## src/rtl/led_pattern_ctrl.sv

```systemverilog
// -----------------------------------------------------------------------------
// led_pattern_ctrl
//
// Button-driven LED pattern controller. A free-running prescaler produces a
// one-cycle TICK; each accepted button press advances the display mode
// COUNT -> SCAN -> BLINK -> MIRROR -> COUNT. The selected mode steps the
// 8-bit LED pattern once per TICK (MIRROR follows the switches every cycle).
// SW[0] pauses the stepping in COUNT, SCAN and BLINK.
//
// Build option:
//   LED_PATTERN_DEBOUNCE_EN  when defined, the synchronized button is only
//                            accepted after DEBOUNCE_TICKS consecutive equal
//                            samples taken at prescaler wraps. When undefined,
//                            the synchronized button is used directly.
//
// Parameters:
//   PRESCALE_BITS   prescaler width, TICK period is 2**PRESCALE_BITS (>= 2)
//   DEBOUNCE_TICKS  stable wrap samples needed to accept a level (2..15)
//
// Ports:
//   CLK     single clock for all logic
//   RST     asynchronous, active-high reset
//   BUTTON  raw pushbutton, active-high, asynchronous to CLK
//   SW      slide switches, asynchronous to CLK
//   LED     registered LED pattern
//   MODE    registered mode (0 COUNT, 1 SCAN, 2 BLINK, 3 MIRROR)
//   TICK    one-cycle pulse following each prescaler wrap
// -----------------------------------------------------------------------------
module led_pattern_ctrl #(
  parameter int PRESCALE_BITS  = 16,
  parameter int DEBOUNCE_TICKS = 4
) (
  input  logic       CLK,
  input  logic       RST,
  input  logic       BUTTON,
  input  logic [3:0] SW,
  output logic [7:0] LED,
  output logic [1:0] MODE,
  output logic       TICK
);

  typedef enum logic [1:0] {
    MODE_COUNT  = 2'd0,
    MODE_SCAN   = 2'd1,
    MODE_BLINK  = 2'd2,
    MODE_MIRROR = 2'd3
  } mode_e;

  localparam logic [PRESCALE_BITS-1:0] PRESCALE_ONE = 1;

  // ---------------------------------------------------------------------------
  // Prescaler. `wrap` is high on the last count; TICK is its registered copy,
  // so TICK is high during the cycle in which the prescaler reads zero.
  // ---------------------------------------------------------------------------
  logic [PRESCALE_BITS-1:0] prescale_q;
  logic                     wrap;

  assign wrap = &prescale_q;

  // NOTE: sequential state is updated only with non-blocking assignments so
  // every register samples the pre-edge value of every other register.
  always_ff @(posedge CLK or posedge RST) begin
    if (RST) begin
      prescale_q <= '0;
      TICK       <= 1'b0;
    end else begin
      prescale_q <= prescale_q + PRESCALE_ONE;
      TICK       <= wrap;
    end
  end

  // ---------------------------------------------------------------------------
  // Two-flop synchronizers for the asynchronous inputs.
  // ---------------------------------------------------------------------------
  logic       btn_meta, btn_sync;
  logic [3:0] sw_meta, sw_sync;

  always_ff @(posedge CLK or posedge RST) begin
    if (RST) begin
      btn_meta <= 1'b0;
      btn_sync <= 1'b0;
      sw_meta  <= 4'h0;
      sw_sync  <= 4'h0;
    end else begin
      btn_meta <= BUTTON;
      btn_sync <= btn_meta;
      sw_meta  <= SW;
      sw_sync  <= sw_meta;
    end
  end

  // ---------------------------------------------------------------------------
  // Press arming. The synchronizer reads zero for its first cycles after
  // reset, which would fake a rising edge if the button is held across reset
  // release. Presses are only honoured once the synchronized button has been
  // seen released after the synchronizer has settled.
  // ---------------------------------------------------------------------------
  logic [1:0] settle_cnt;
  logic       settled;
  logic       armed;

  assign settled = &settle_cnt;

  always_ff @(posedge CLK or posedge RST) begin
    if (RST) begin
      settle_cnt <= 2'd0;
      armed      <= 1'b0;
    end else begin
      if (!settled) settle_cnt <= settle_cnt + 2'd1;
      armed <= armed | (settled & ~btn_sync);
    end
  end

  // ---------------------------------------------------------------------------
  // Accepted button level and rising-edge detection.
  // ---------------------------------------------------------------------------
  logic press_rise;
  logic press_q;

`ifdef LED_PATTERN_DEBOUNCE_EN
  localparam logic [3:0] DB_LAST = 4'(DEBOUNCE_TICKS - 1);

  logic       btn_level;
  logic [3:0] db_cnt;

  // db_cnt counts consecutive wrap samples that differ from the accepted
  // level; a sample that agrees with the accepted level restarts the count.
  always_ff @(posedge CLK or posedge RST) begin
    if (RST) begin
      btn_level <= 1'b0;
      db_cnt    <= 4'd0;
    end else if (wrap) begin
      if (btn_sync == btn_level) begin
        db_cnt <= 4'd0;
      end else if (db_cnt == DB_LAST) begin
        btn_level <= btn_sync;
        db_cnt    <= 4'd0;
      end else begin
        db_cnt <= db_cnt + 4'd1;
      end
    end
  end

  // Rising edge is the wrap on which a high level gets accepted.
  assign press_rise = wrap & btn_sync & ~btn_level & (db_cnt == DB_LAST);
`else
  logic btn_prev;
  logic unused_debounce;

  // DEBOUNCE_TICKS has no role without the debouncer.
  assign unused_debounce = (DEBOUNCE_TICKS > 0);

  always_ff @(posedge CLK or posedge RST) begin
    if (RST) btn_prev <= 1'b0;
    else     btn_prev <= btn_sync;
  end

  assign press_rise = btn_sync & ~btn_prev;
`endif

  always_ff @(posedge CLK or posedge RST) begin
    if (RST) press_q <= 1'b0;
    else     press_q <= press_rise & armed;
  end

  // ---------------------------------------------------------------------------
  // Mode FSM and LED pattern.
  // ---------------------------------------------------------------------------
  mode_e      mode_q, mode_d;
  logic [7:0] led_q, led_d;
  logic       scan_left_q, scan_left_d;
  logic       step;

  always_ff @(posedge CLK or posedge RST) begin
    if (RST) begin
      mode_q      <= MODE_COUNT;
      led_q       <= 8'h00;
      scan_left_q <= 1'b1;
    end else begin
      mode_q      <= mode_d;
      led_q       <= led_d;
      scan_left_q <= scan_left_d;
    end
  end

  assign step = TICK & ~sw_sync[0];

  // NOTE: every output of this block is assigned a default first, so no path
  // leaves a value unassigned and no latch is inferred.
  always_comb begin
    mode_d      = mode_q;
    led_d       = led_q;
    scan_left_d = scan_left_q;

    if (press_q) begin
      // A press wins over a coincident TICK: only the entry value is loaded.
      scan_left_d = 1'b1;
      unique case (mode_q)
        MODE_COUNT:  begin mode_d = MODE_SCAN;   led_d = 8'h01;              end
        MODE_SCAN:   begin mode_d = MODE_BLINK;  led_d = 8'h00;              end
        MODE_BLINK:  begin mode_d = MODE_MIRROR; led_d = {sw_sync, sw_sync}; end
        MODE_MIRROR: begin mode_d = MODE_COUNT;  led_d = 8'h00;              end
        default:     begin mode_d = MODE_COUNT;  led_d = 8'h00;              end
      endcase
    end else begin
      unique case (mode_q)
        MODE_COUNT: begin
          if (step) led_d = led_q + 8'd1;
        end
        MODE_SCAN: begin
          if (step) begin
            if (scan_left_q) begin
              if (led_q == 8'h80) begin
                led_d       = 8'h40;
                scan_left_d = 1'b0;
              end else begin
                led_d = led_q << 1;
              end
            end else begin
              if (led_q == 8'h01) begin
                led_d       = 8'h02;
                scan_left_d = 1'b1;
              end else begin
                led_d = led_q >> 1;
              end
            end
          end
        end
        MODE_BLINK: begin
          if (step) led_d = ~led_q;
        end
        MODE_MIRROR: begin
          led_d = {sw_sync, sw_sync};
        end
        default: begin
          mode_d = MODE_COUNT;
          led_d  = 8'h00;
        end
      endcase
    end
  end

  assign LED  = led_q;
  assign MODE = mode_q;

endmodule

```

## config.mk

```make
export PLATFORM = sky130hd
export DESIGN_NAME = led_pattern_ctrl
export DESIGN_NICKNAME = d
export VERILOG_FILES = /design/src/rtl/led_pattern_ctrl.sv
export SDC_FILE = /design/constraint.sdc
export NUM_CORES = 1
export LEC_CHECK = 0
export CORE_MARGIN = 2
export CORE_UTILIZATION = 40
export CTS_CLUSTER_SIZE = 12
export DETAILED_ROUTE_END_ITERATION = 12
export MAX_ROUTING_LAYER = met4
export PLACE_DENSITY_LB_ADDON = 0.2
export REMOVE_ABC_BUFFERS = 1
export SYNTH_ARGS = -nofsm -noshare
export SYNTH_HDL_FRONTEND = slang
export SYNTH_SLANG_ARGS = --single-unit
```

## constraint.sdc

```tcl
create_clock -name CLK -period 2 [get_ports CLK]
set_input_delay 0.6 -clock CLK [delete_from_list [all_inputs] [get_ports CLK]]
set_output_delay 0.6 -clock CLK [all_outputs]
set_load 0.02 [all_outputs]
```

==> metrics.txt, run 1 <==
# TYPE chip_impl_metric gauge
chip_impl_info{name="status",value="finished, final reports clean"} 1
chip_impl_metric{name="num_antenna_cells",unit=""} 0
chip_impl_metric{name="max_cap_viol_count",unit=""} 0
chip_impl_metric{name="drt_first_iter_violations",unit=""} 165
chip_impl_metric{name="synth-edff-count",unit=""} 0
chip_impl_metric{name="dieArea",unit="µm²"} 6349
chip_impl_info{name="critPathCapture",value="MODE[1]"} 1
chip_impl_metric{name="cts_inserted_buffers",unit=""} 5
chip_impl_metric{name="chipHeight",unit="µm"} 79.68
chip_impl_metric{name="groute.usage.overall",unit=""} 0.1722
chip_impl_metric{name="fillers",unit=""} 517
chip_impl_metric{name="power.sequential.fraction",unit=""} 0.339
chip_impl_info{name="regToRegStartpoint",value="MODE[1]"} 1
chip_impl_metric{name="synth_seq_cells",unit=""} 43
chip_impl_metric{name="power.clock.fraction",unit=""} 0.189
chip_impl_info{name="setup.worst_path.end_class",value="primary output"} 1
chip_impl_metric{name="irDropWorstVdd",unit="V"} 0.0004740
chip_impl_metric{name="synthesis.area_per_instance",unit="µm²"} 10.61
chip_impl_metric{name="synth_async_sr_flop_share",unit=""} 1.000
chip_impl_metric{name="hpwl",unit="µm"} 3312
chip_impl_info{name="min-delay-path-class",value="reg2reg"} 1
chip_impl_metric{name="internal_power",unit="W"} 0.002128
chip_impl_info{name="critical_path.startpoint_type",value="flip-flop"} 1
chip_impl_metric{name="critical_path_depth",unit=""} 1
chip_impl_metric{name="synth_cell_types",unit=""} 49
chip_impl_metric{name="fin_skew",unit="ps"} 8.826
chip_impl_metric{name="postCtsHoldBufs",unit=""} 0
chip_impl_metric{name="io-pin-count",unit=""} 18
chip_impl_metric{name="post_synthesis_xor_xnor_area_fraction",unit=""} 0.06499
chip_impl_metric{name="power_switching",unit="W"} 0.001364
chip_impl_info{name="crit_path_class",value="reg2out"} 1
chip_impl_metric{name="coreArea",unit="µm²"} 5507
chip_impl_metric{name="total_via_count_after_detailed_routing",unit=""} 1708
chip_impl_info{name="grt_setup_unrepaired",value="no"} 1
chip_impl_metric{name="cts.reportedPaths.clkPinSlew",unit="ps"} 80
chip_impl_info{name="path_cells",value="clkdlybuf4s50_1"} 1
chip_impl_metric{name="max-clock-path-buffers",unit=""} 2
chip_impl_metric{name="timing_hold_violations_final",unit=""} 0
chip_impl_metric{name="detailedRoute.firstPassIterationCount",unit=""} 4
chip_impl_metric{name="synthesized_area_fraction_occupied_by_and_or_nand_nor_cells",unit=""} 0.1961
chip_impl_info{name="dominant_combinational_cell_family_by_area_after_synthesis",value="simple AND/OR/NAND/NOR gates"} 1
chip_impl_metric{name="grt_max_degree",unit=""} 44
chip_impl_metric{name="cts_resized",unit=""} 6
chip_impl_metric{name="rows",unit=""} 27
chip_impl_metric{name="yosysSeqAreaShare",unit=""} 0.4702
chip_impl_metric{name="grt_antenna_before_repair",unit=""} 0
chip_impl_metric{name="min_path_cells",unit=""} 0
chip_impl_metric{name="totalWireLength",unit="µm"} 4782
chip_impl_metric{name="die-width",unit="µm"} 79.68
chip_impl_metric{name="yosysWarningCount",unit=""} 0
chip_impl_metric{name="syn2layout_area_growth",unit="%"} 16.22
chip_impl_info{name="cp_slowest_cell",value="sky130_fd_sc_hd__clkdlybuf4s50_1"} 1
chip_impl_metric{name="worstMarginPinSlew",unit="ps"} 561.7
chip_impl_metric{name="synthMuxAreaShare",unit=""} 0.03277
chip_impl_metric{name="postRouteAntennaNets",unit=""} 0
chip_impl_metric{name="worstSkewPairLatency",unit="ps"} 290
chip_impl_metric{name="ctsHtreeMaxLevel",unit=""} 2
chip_impl_metric{name="drv_slew",unit=""} 0
chip_impl_metric{name="synth_compound_gate_area_share",unit=""} 0.1163
chip_impl_metric{name="fin_worst_hold_slack",unit="ps"} 351.5
chip_impl_metric{name="power.density_cell_area",unit="nW/µm²"} 1312
chip_impl_metric{name="path_max_fanout",unit=""} 4
chip_impl_metric{name="netlist_instances",unit=""} 216
chip_impl_metric{name="syn_area",unit="µm²"} 2291
chip_impl_metric{name="drt-vias-per-instance",unit=""} 5.457
chip_impl_metric{name="drc",unit=""} 0
chip_impl_metric{name="critical-path-max-stage-delay",unit="ps"} 620
chip_impl_metric{name="arrival_time_at_the_worst_endpoint",unit="ps"} 1340
chip_impl_metric{name="fin_nets",unit=""} 258
chip_impl_metric{name="io_buffer_count",unit=""} 17
chip_impl_metric{name="share_comb_of_total_power",unit=""} 0.472
chip_impl_metric{name="number_of_global_route_vias_before_repair",unit=""} 1665
chip_impl_metric{name="leakage",unit="nW"} 1.211
chip_impl_info{name="synth_flop_cell",value="sky130_fd_sc_hd__dfrtp_1"} 1
chip_impl_metric{name="postCtsSetupBuffers",unit=""} 0
chip_impl_metric{name="min_clock_period_post_route",unit="ps"} 1940
chip_impl_metric{name="timing.fmax",unit="MHz"} 515.5
chip_impl_metric{name="power.share.switching",unit=""} 0.3906
chip_impl_metric{name="crit_buf_inv",unit=""} 1
chip_impl_metric{name="crit_required",unit="ps"} 1400
chip_impl_metric{name="report.final.setup_viol",unit=""} 0
chip_impl_metric{name="reg2reg_setup_slack",unit="ps"} 150
chip_impl_metric{name="clock_sink_count",unit=""} 43
chip_impl_info{name="r2r-end",value="LED[3]"} 1
chip_impl_metric{name="drive_gt1_frac",unit=""} 0.1494
chip_impl_metric{name="worstRegToRegCells",unit=""} 6
chip_impl_metric{name="globalRoute.totalOverflow",unit=""} 0
chip_impl_metric{name="global_route_wire_length_before_repair",unit="µm"} 8183
chip_impl_metric{name="post_synth_fa_ha_maj_area_fraction",unit=""} 0.05461
chip_impl_metric{name="maxSlewHeadroom",unit=""} 0.6255
chip_impl_info{name="tritoncts_clock_tree",value="done"} 1
chip_impl_metric{name="initial_core_util",unit=""} 0.4160
chip_impl_metric{name="avgRoutedWirePerCell",unit="µm"} 15.28
chip_impl_metric{name="finalSetupTns",unit="ps"} 0
chip_impl_info{name="startpoint",value="MODE[1]"} 1
chip_impl_metric{name="routabilityCongestion",unit=""} 0.8672
chip_impl_metric{name="layout_worst_path_cycle_share",unit=""} 0.9700
chip_impl_info{name="cp_top_family",value="buffers and inverters"} 1
chip_impl_info{name="cts-root-buf",value="sky130_fd_sc_hd__clkbuf_8"} 1
worst min-delay path by stage:
stage            endpoint        from  slack [ps]
2_1_floorplan    btn_sync    btn_meta         330
3_5_place_dp     btn_sync    btn_meta         340
6_report         btn_sync    btn_meta         350
5_1_grt          btn_sync    btn_meta         360
3_3_place_gp   sw_sync[1]  sw_meta[1]         330
4_1_cts          btn_sync    btn_meta         360
power by group through the flow:
stage / logic (W) / registers [W] / clock network, W
floorplan: 0.000872 / 0.00131 / 0
global placement: 0.00162 / 0.00120 / 0
detailed placement: 0.00163 / 0.00120 / 0
CTS: 0.00161 / 0.00118 / 0.000684
global route: 0.00182 / 0.00120 / 0.000721
finish: 0.00165 / 0.00118 / 0.000659
flip-flops by register name (all words and copies together), names as in the netlist:
name         flops
TICK             1
btn_meta         1
press_q          1
scan_left_q      1
sw_sync          4
LED              8
btn_sync         1
prescale_q      16
sw_meta          4
armed            1
MODE             2
settle_cnt       2
btn_prev         1
cell usage after synthesis (all sizes together), types with 3 or more instances:
master | number | share of area
mux2i | 3 | 0.013
clkbuf | 8 | 0.031
xor2 | 4 | 0.015
a21oi | 6 | 0.013
inv | 9 | 0.015
buf | 4 | 0.020
nor2b | 4 | 0.011
and2b | 3 | 0.011
xnor2 | 13 | 0.050
ha | 10 | 0.055
nand3 | 17 | 0.037
a21o | 4 | 0.013
dfrtp | 42 | 0.46
nand4 | 3 | 0.0082
nand2 | 16 | 0.026
mux2 | 4 | 0.020
nor3 | 4 | 0.011
nor2 | 8 | 0.013
a31oi | 4 | 0.011
o21ai | 5 | 0.011
and3 | 10 | 0.028
metrics by stage:
| stage | setup slack [ps] | util | cell area [µm²] | total power (W) | instances |
|---|---|---|---|---|---|
| after floorplan | -64.41 | - | 2176 | 0.002181 | 204 |
| after global placement | 174.8 | 0.4624 | 2546 | 0.002814 | 306 |
| after detailed placement | 61.95 | 0.4624 | 2546 | 0.002831 | 306 |
| after CTS | 24.33 | 0.4801 | 2644 | 0.003472 | 313 |
| after global routing | 3.110 | 0.4835 | 2663 | 0.003740 | 313 |
| final | 60.05 | 0.4835 | 2663 | 0.003492 | 313 |
placed cells by master (no fill, tap or decap), types with 3 or more instances in the layout:
master                            instances
sky130_fd_sc_hd__nand3_1                 17
sky130_fd_sc_hd__ha_1                    10
sky130_fd_sc_hd__xor2_1                   4
sky130_fd_sc_hd__a31oi_1                  4
sky130_fd_sc_hd__nand4_1                  3
sky130_fd_sc_hd__mux2_2                   4
sky130_fd_sc_hd__mux2i_1                  3
sky130_fd_sc_hd__nor2b_1                  4
sky130_fd_sc_hd__a21oi_1                  6
sky130_fd_sc_hd__clkbuf_8                 5
sky130_fd_sc_hd__inv_1                    8
sky130_fd_sc_hd__xnor2_1                 13
sky130_fd_sc_hd__dlygate4sd2_1            5
sky130_fd_sc_hd__buf_4                   12
sky130_fd_sc_hd__and2b_2                  3
sky130_fd_sc_hd__nand2_1                 16
sky130_fd_sc_hd__dfrtp_1                 41
sky130_fd_sc_hd__clkdlybuf4s50_1         11
sky130_fd_sc_hd__a21o_1                   4
sky130_fd_sc_hd__and3_1                   8
sky130_fd_sc_hd__nor2_1                   8
sky130_fd_sc_hd__o21ai_0                  5
routing by layer:
metal,global-route usage,wire length (µm),vias up
li1,-,-,813
met1,0.2273,2224,848
met2,0.2697,2260,38
met3,0.03281,222,9
met4,0.05345,74,0
met5,-,0,-
cells by family (layout without fill, tap and decap cells):
group,after synthesis,in the layout
adder cells (fa/ha/maj),10,10
buffers and inverters,21,46
multiplexers,7,7
AO/OA/AOI/OAI,38,38
XOR/XNOR,17,17
flip-flops,43,43
AND/OR/NAND/NOR,80,80
area by class of cell:
| cell class | count | area (µm²) | share of cell area |
|---|---|---|---|
| repair buffers | 30 | 276.5 | 0.1039 |
| flip-flops and latches | 43 | 1079 | 0.4051 |
| clock buffers | 6 | 72.57 | 0.02726 |
| multi-input cells | 152 | 1081 | 0.4060 |
| well taps | 72 | 90.09 | 0.03383 |
| clock inverters | 1 | 30.03 | 0.01128 |
| inverters | 9 | 33.78 | 0.01269 |
Power figures use the tool's default switching activity.
==> run 2: changes to the inputs <==
Settings changed: CAP_MARGIN from default to 5, SETUP_SLACK_MARGIN from default to 0.4.
==> metrics.txt, run 2 (synthesis gave the netlist of run 1 again) <==
# TYPE chip_impl_metric gauge
chip_impl_metric{name="path_max_fanout",unit=""} 4
chip_impl_info{name="min-delay-path-class",value="reg2reg"} 1
chip_impl_metric{name="io_buffer_count",unit=""} 17
chip_impl_metric{name="globalRoute.totalOverflow",unit=""} 0
chip_impl_metric{name="irDropWorstVdd",unit="V"} 0.0005686
chip_impl_metric{name="grt_antenna_before_repair",unit=""} 0
chip_impl_metric{name="min_path_cells",unit=""} 0
chip_impl_metric{name="power_switching",unit="W"} 0.001696
chip_impl_metric{name="min_clock_period_post_route",unit="ps"} 1744
chip_impl_info{name="r2r-end",value="LED[2]"} 1
chip_impl_metric{name="total_via_count_after_detailed_routing",unit=""} 1833
chip_impl_metric{name="max_cap_viol_count",unit=""} 0
chip_impl_metric{name="cts.reportedPaths.clkPinSlew",unit="ps"} 80
chip_impl_metric{name="reg2reg_setup_slack",unit="ps"} 310
chip_impl_metric{name="max-clock-path-buffers",unit=""} 2
chip_impl_metric{name="chipHeight",unit="µm"} 79.68
chip_impl_metric{name="power.sequential.fraction",unit=""} 0.270
chip_impl_info{name="grt_setup_unrepaired",value="yes"} 1
chip_impl_metric{name="worstSkewPairLatency",unit="ps"} 290
chip_impl_metric{name="power.density_cell_area",unit="nW/µm²"} 1422
chip_impl_info{name="critical_path.startpoint_type",value="flip-flop"} 1
chip_impl_metric{name="syn2layout_area_growth",unit="%"} 34.19
chip_impl_metric{name="worstRegToRegCells",unit=""} 4
chip_impl_metric{name="groute.usage.overall",unit=""} 0.1896
chip_impl_metric{name="fin_skew",unit="ps"} 7.504
chip_impl_metric{name="clock_sink_count",unit=""} 43
chip_impl_metric{name="fillers",unit=""} 465
chip_impl_metric{name="fin_nets",unit=""} 284
chip_impl_metric{name="number_of_global_route_vias_before_repair",unit=""} 1820
chip_impl_metric{name="worstMarginPinSlew",unit="ps"} 582.9
chip_impl_metric{name="power.share.switching",unit=""} 0.3880
chip_impl_info{name="most_common_library_cell_in_the_layout_ignoring_fill_and_taps",value="sky130_fd_sc_hd__dfrtp_1"} 1
chip_impl_metric{name="crit_buf_inv",unit=""} 3
chip_impl_metric{name="finalSetupTns",unit="ps"} 0
chip_impl_info{name="most_used_cells_in_the_layout_excluding_fill_and_tap_cells",value="sky130_fd_sc_hd__dfrtp_1, sky130_fd_sc_hd__buf_4, sky130_fd_sc_hd__nand3_1"} 1
chip_impl_metric{name="layout_worst_path_cycle_share",unit=""} 0.8720
chip_impl_info{name="status",value="finished, final reports clean"} 1
chip_impl_metric{name="internal_power",unit="W"} 0.002675
chip_impl_metric{name="initial_core_util",unit=""} 0.4160
chip_impl_metric{name="arrival_time_at_the_worst_endpoint",unit="ps"} 1140
chip_impl_metric{name="rows",unit=""} 27
chip_impl_info{name="cp_common_cell",value="sky130_fd_sc_hd__buf_4"} 1
chip_impl_metric{name="global_route_wire_length_before_repair",unit="µm"} 8983
chip_impl_info{name="path_cells",value="buf_4, buf_4, buf_4"} 1
chip_impl_metric{name="die-width",unit="µm"} 79.68
chip_impl_metric{name="grt_max_degree",unit=""} 44
chip_impl_info{name="largest_register",value="prescale_q"} 1
chip_impl_info{name="cp_top_family",value="flip-flops"} 1
chip_impl_metric{name="num_antenna_cells",unit=""} 0
chip_impl_metric{name="fin_worst_hold_slack",unit="ps"} 351.5
chip_impl_info{name="cp_slowest_cell",value="sky130_fd_sc_hd__dfrtp_1"} 1
chip_impl_info{name="cts-root-buf",value="sky130_fd_sc_hd__clkbuf_8"} 1
chip_impl_metric{name="coreArea",unit="µm²"} 5507
chip_impl_metric{name="ctsHtreeMaxLevel",unit=""} 2
chip_impl_info{name="setup.worst_path.end_class",value="primary output"} 1
chip_impl_metric{name="largest_reg_flops",unit=""} 16
chip_impl_metric{name="timing.fmax",unit="MHz"} 573.4
chip_impl_metric{name="power.clock.fraction",unit=""} 0.151
chip_impl_metric{name="share_comb_of_total_power",unit=""} 0.579
chip_impl_metric{name="io-pin-count",unit=""} 18
chip_impl_metric{name="dieArea",unit="µm²"} 6349
chip_impl_metric{name="totalWireLength",unit="µm"} 5355
chip_impl_info{name="worst_hold_path.endpoint",value="btn_sync"} 1
chip_impl_metric{name="critical-path-max-stage-delay",unit="ps"} 430
chip_impl_info{name="regToRegStartpoint",value="LED[4]"} 1
chip_impl_metric{name="drc",unit=""} 0
chip_impl_metric{name="avgRoutedWirePerCell",unit="µm"} 15.80
chip_impl_info{name="crit_path_class",value="reg2out"} 1
chip_impl_metric{name="drt_first_iter_violations",unit=""} 204
chip_impl_metric{name="routabilityCongestion",unit=""} 0.8672
chip_impl_metric{name="drv_slew",unit=""} 0
chip_impl_metric{name="report.final.setup_viol",unit=""} 0
chip_impl_metric{name="hpwl",unit="µm"} 3312
chip_impl_metric{name="detailedRoute.firstPassIterationCount",unit=""} 4
chip_impl_metric{name="postRouteAntennaNets",unit=""} 0
chip_impl_metric{name="drive_gt1_frac",unit=""} 0.3858
chip_impl_info{name="tritoncts_clock_tree",value="done"} 1
chip_impl_metric{name="postCtsHoldBufs",unit=""} 0
chip_impl_info{name="worstHoldStart",value="btn_meta"} 1
chip_impl_metric{name="crit_required",unit="ps"} 1400
chip_impl_metric{name="drt-vias-per-instance",unit=""} 5.407
chip_impl_metric{name="timing_hold_violations_final",unit=""} 0
chip_impl_metric{name="maxSlewHeadroom",unit=""} 0.6114
chip_impl_metric{name="leakage",unit="nW"} 1.362
chip_impl_metric{name="cts_inserted_buffers",unit=""} 5
## run 2: changes by cell type in the layout (fill, tap and decap cells not counted), moves of 3 or more
cell	change
sky130_fd_sc_hd__buf_4	+16
sky130_fd_sc_hd__buf_6	+12
sky130_fd_sc_hd__clkdlybuf4s50_1	-5
sky130_fd_sc_hd__dfrtp_1	-5
sky130_fd_sc_hd__dfrtp_2	+5
sky130_fd_sc_hd__dlygate4sd2_1	-5
sky130_fd_sc_hd__ha_1	-5
sky130_fd_sc_hd__ha_4	+5
sky130_fd_sc_hd__clkbuf_2	+4
sky130_fd_sc_hd__a21oi_1	-3
sky130_fd_sc_hd__a21oi_2	+3
sky130_fd_sc_hd__nand2_1	-3
sky130_fd_sc_hd__nand2_2	+3
## run 2: worst max path at each step
stage	from	to	slack [ps]	depth (start not counted)
2_1_floorplan	MODE[0]	LED[2]	-60	6
3_3_place_gp	MODE[0]	LED[6]	170	6
3_5_place_dp	MODE[0]	LED[6]	60	6
4_1_cts	LED[1]	LED[1]	270	1
5_1_grt	MODE[0]	MODE[0]	220	3
6_report	MODE[0]	MODE[0]	260	3
## run 2: layout make-up
cell class	count	area [µm²]	share of cell area
tap	72	90.09	0.02930
multi-input combinational	152	1264	0.4111
clock buffer	6	72.57	0.02361
sequential	43	1085	0.3529
inverter	9	36.28	0.01180
timing repair buffer	56	496.7	0.1616
clock inverter	1	30.03	0.009768
## run 2: through the flow
stage	power, W	cells	util	instance area, µm²	setup WS [ps]
6_report	0.004371	339	0.5583	3074	256.0
5_1_grt	0.004620	339	0.5583	3074	219.1
4_1_cts	0.004114	332	0.5385	2965	270.4
3_5_place_dp	0.002831	306	0.4624	2546	61.95
3_3_place_gp	0.002814	306	0.4624	2546	174.8
2_1_floorplan	0.002181	204	-	2176	-64.41
## run 2: worst register-to-register path, cell delays in order (launching register included)
cell,delay [ps]
sky130_fd_sc_hd__dfrtp_2,460
sky130_fd_sc_hd__or4_4,580
sky130_fd_sc_hd__nor3_4,140
sky130_fd_sc_hd__o211ai_1,100
sky130_fd_sc_hd__a221o_1,300
## run 2: what timing repair did
item                                   CTS  global route
setup endpoints to repair               19            19
setup buffers                           19             7
cloned                                   0             0
endpoints found under the hold margin    0             0
pin swaps                               15             8
gates resized for setup                 76            24
## run 2: routing by layer
| metal | vias up | share of wire | global-route usage | wire, µm |
|---|---|---|---|---|
| met3 | 10 | 0.050 | 0.03394 | 269 |
| li1 | 865 | - | - | - |
| met4 | 0 | 0.022 | 0.07586 | 118 |
| met5 | - | 0 | - | 0 |
| met2 | 55 | 0.48 | 0.2933 | 2585 |
| met1 | 903 | 0.44 | 0.2480 | 2382 |
## run 2: power groups by stage
stage	clock network, W	logic [W]	registers, W
after CTS	0.000684	0.00225	0.00118
final	0.000659	0.00253	0.00118
after floorplan	0	0.000872	0.00131
after global placement	0	0.00162	0.00120
after detailed placement	0	0.00163	0.00120
after global routing	0.000720	0.00270	0.00120
==> run 3: changes to the inputs <==
Settings changed: CTS_CLUSTER_DIAMETER from default to 150.
Clock period 2 ns to 1.8 ns, I/O delays scaled along.
==> metrics.txt, run 3 (synthesis gave the netlist of run 1 again) <==
# TYPE chip_impl_metric gauge
chip_impl_info{name="most_used_cells_in_the_layout_excluding_fill_and_tap_cells",value="sky130_fd_sc_hd__dfrtp_1, sky130_fd_sc_hd__buf_4, sky130_fd_sc_hd__nand2_1, sky130_fd_sc_hd__nand3_1, sky130_fd_sc_hd__xnor2_1"} 1
chip_impl_metric{name="report.final.setup_viol",unit=""} 0
chip_impl_info{name="critical_path.startpoint_type",value="flip-flop"} 1
chip_impl_metric{name="fillers",unit=""} 479
chip_impl_metric{name="dieArea",unit="µm²"} 6349
chip_impl_metric{name="max_cap_viol_count",unit=""} 0
chip_impl_metric{name="timing_hold_violations_final",unit=""} 0
chip_impl_metric{name="grt_util_met2",unit=""} 0.2697
chip_impl_info{name="largest_register",value="prescale_q"} 1
chip_impl_metric{name="drv_slew",unit=""} 0
chip_impl_metric{name="coreArea",unit="µm²"} 5507
chip_impl_metric{name="number_of_global_route_vias_before_repair",unit=""} 1747
chip_impl_metric{name="max-clock-path-buffers",unit=""} 2
chip_impl_metric{name="irDropWorstVdd",unit="V"} 0.0008268
chip_impl_metric{name="layout_worst_path_cycle_share",unit=""} 0.9100
chip_impl_metric{name="cts.reportedPaths.clkPinSlew",unit="ps"} 80
chip_impl_metric{name="leakage",unit="nW"} 1.331
chip_impl_metric{name="ctsHtreeMaxLevel",unit=""} 2
chip_impl_metric{name="detailedRoute.firstPassIterationCount",unit=""} 4
chip_impl_metric{name="totalWireLength",unit="µm"} 5027
chip_impl_metric{name="rows",unit=""} 27
chip_impl_metric{name="drt-vias-per-instance",unit=""} 5.291
chip_impl_metric{name="fin_nets",unit=""} 277
chip_impl_metric{name="num_antenna_cells",unit=""} 0
chip_impl_metric{name="final_cell_count_no_fill",unit=""} 333
chip_impl_metric{name="dpl.cell_count",unit=""} 315
chip_impl_metric{name="grt_max_degree",unit=""} 26
chip_impl_info{name="cp_top_family",value="simple AND/OR/NAND/NOR gates"} 1
chip_impl_info{name="crit_path_class",value="reg2reg"} 1
chip_impl_metric{name="initial_core_util",unit=""} 0.4160
chip_impl_metric{name="path_max_fanout",unit=""} 3
chip_impl_metric{name="groute.usage.overall",unit=""} 0.1779
chip_impl_info{name="min-delay-path-class",value="reg2reg"} 1
chip_impl_metric{name="total_via_count_after_detailed_routing",unit=""} 1762
chip_impl_metric{name="drt_first_iter_violations",unit=""} 134
chip_impl_metric{name="crit_buf_inv",unit=""} 0
chip_impl_metric{name="power.density_cell_area",unit="nW/µm²"} 1508
chip_impl_metric{name="routabilityCongestion",unit=""} 0.8538
chip_impl_metric{name="drc",unit=""} 0
chip_impl_metric{name="io_buffer_count",unit=""} 17
chip_impl_metric{name="postLayoutSetupSlackWorst",unit="ps"} 162.0
chip_impl_info{name="grt_setup_unrepaired",value="yes"} 1
chip_impl_metric{name="hpwl",unit="µm"} 3386
chip_impl_metric{name="fin_skew",unit="ps"} 11.04
chip_impl_metric{name="die-width",unit="µm"} 79.68
chip_impl_info{name="setup.worst_path.end_class",value="flip-flop"} 1
chip_impl_metric{name="maxSlewHeadroom",unit=""} 0.7656
chip_impl_metric{name="min_clock_period_post_route",unit="ps"} 1638
chip_impl_metric{name="crit_required",unit="ps"} 1980
chip_impl_info{name="path_cells",value="or4_4, nor3_4, o211ai_1, a221o_1"} 1
chip_impl_metric{name="grt.met3_usage",unit=""} 0.03054
chip_impl_metric{name="largest_reg_flops",unit=""} 16
chip_impl_info{name="cts-root-buf",value="sky130_fd_sc_hd__clkbuf_8"} 1
chip_impl_metric{name="globalRoute.totalOverflow",unit=""} 0
chip_impl_metric{name="chipHeight",unit="µm"} 79.68
chip_impl_metric{name="global_route_wire_length_before_repair",unit="µm"} 8556
chip_impl_metric{name="worstSkewPairLatency",unit="ps"} 290
chip_impl_metric{name="grt_antenna_before_repair",unit=""} 0
chip_impl_metric{name="critical-path-max-stage-delay",unit="ps"} 580
chip_impl_metric{name="arrival_time_at_the_worst_endpoint",unit="ps"} 1820
chip_impl_metric{name="postCtsHoldBufs",unit=""} 0
chip_impl_info{name="status",value="finished, final reports clean"} 1
chip_impl_metric{name="timing.fmax",unit="MHz"} 610.5
chip_impl_metric{name="syn2layout_area_growth",unit="%"} 30.26
chip_impl_metric{name="drive_gt1_frac",unit=""} 0.3448
chip_impl_metric{name="groute.layer.met1.usage",unit=""} 0.2529
chip_impl_metric{name="avgRoutedWirePerCell",unit="µm"} 15.10
chip_impl_metric{name="cts_inserted_buffers",unit=""} 5
chip_impl_metric{name="clock_sink_count",unit=""} 43
chip_impl_metric{name="postRouteAntennaNets",unit=""} 0
chip_impl_metric{name="io-pin-count",unit=""} 18
chip_impl_info{name="top_usage_layer",value="met2"} 1
chip_impl_metric{name="worstMarginPinSlew",unit="ps"} 347.2
chip_impl_info{name="tritoncts_clock_tree",value="done"} 1
chip_impl_metric{name="dp_slack",unit="ps"} 29.70
chip_impl_info{name="most_common_library_cell_in_the_layout_ignoring_fill_and_taps",value="sky130_fd_sc_hd__dfrtp_1"} 1
chip_impl_info{name="cp_slowest_cell",value="sky130_fd_sc_hd__or4_4"} 1
## run 3: worst paths after layout
check	cells after the start	slack [ps]	from	end
setup / recovery	4	160	LED[6]	LED[2]
hold / removal	0	350	sw_meta[3]	sw_sync[3]
setup reg to reg	4	160	LED[6]	LED[2]
hold reg to reg	0	350	sw_meta[3]	sw_sync[3]
max in group asynchronous	3	900	RST	scan_left_q
min in group asynchronous	3	570	RST	settle_cnt[0]
## run 3: layout make-up
type	instances	area, µm²	share of cell area
Multi-Input combinational cell	152	1225	0.4105
Sequential cell	43	1080	0.3618
Timing Repair Buffer	49	432.9	0.1451
Tap cell	72	90.09	0.03019
Clock buffer	6	82.58	0.02767
Inverter	9	38.79	0.01300
Clock inverter	2	35.03	0.01174
## run 3: worst register-to-register path, delay by kind of cell, from the launching register on
| kind | cells | cell delay, ps |
|---|---|---|
| AND/OR/NAND/NOR | 2 | 720 |
| AO/OA/AOI/OAI | 2 | 400 |
| flip-flops | 1 | 400 |
## run 3: repair_timing
| action | 4_1_cts | 5_1_grt |
|---|---|---|
| setup endpoints to repair | 24 | 24 |
| endpoints found under the hold margin | 0 | 0 |
| setup buffers | 7 | 3 |
| gates resized for setup | 84 | 19 |
| pin swaps | 13 | 5 |
## run 3: through the flow
stage                     cell area, µm²  power, W    util  hold slack (ps)  setup TNS (ps)
after floorplan                     2176  0.002423       -            331.2          -919.5
after global placement              2614  0.003290  0.4747            331.6               0
after detailed placement            2614  0.003284  0.4747            334.7               0
after CTS                           2897  0.004412  0.5260            352.1               0
after global routing                2984  0.004792  0.5419            358.6               0
final                               2984  0.004500  0.5419            349.8               0
## run 3: report_power, final
group | internal [W] | switching, W
clock network | 0.000449 | 0.000321
registers | 0.00111 | 0.000161
logic | 0.00121 | 0.00125
## run 3: per-layer routing
metal  share of wire  vias up
met5               0        -
met4          0.0070        0
met3           0.057        6
met2            0.46       60
met1            0.47      838
li1                -      858
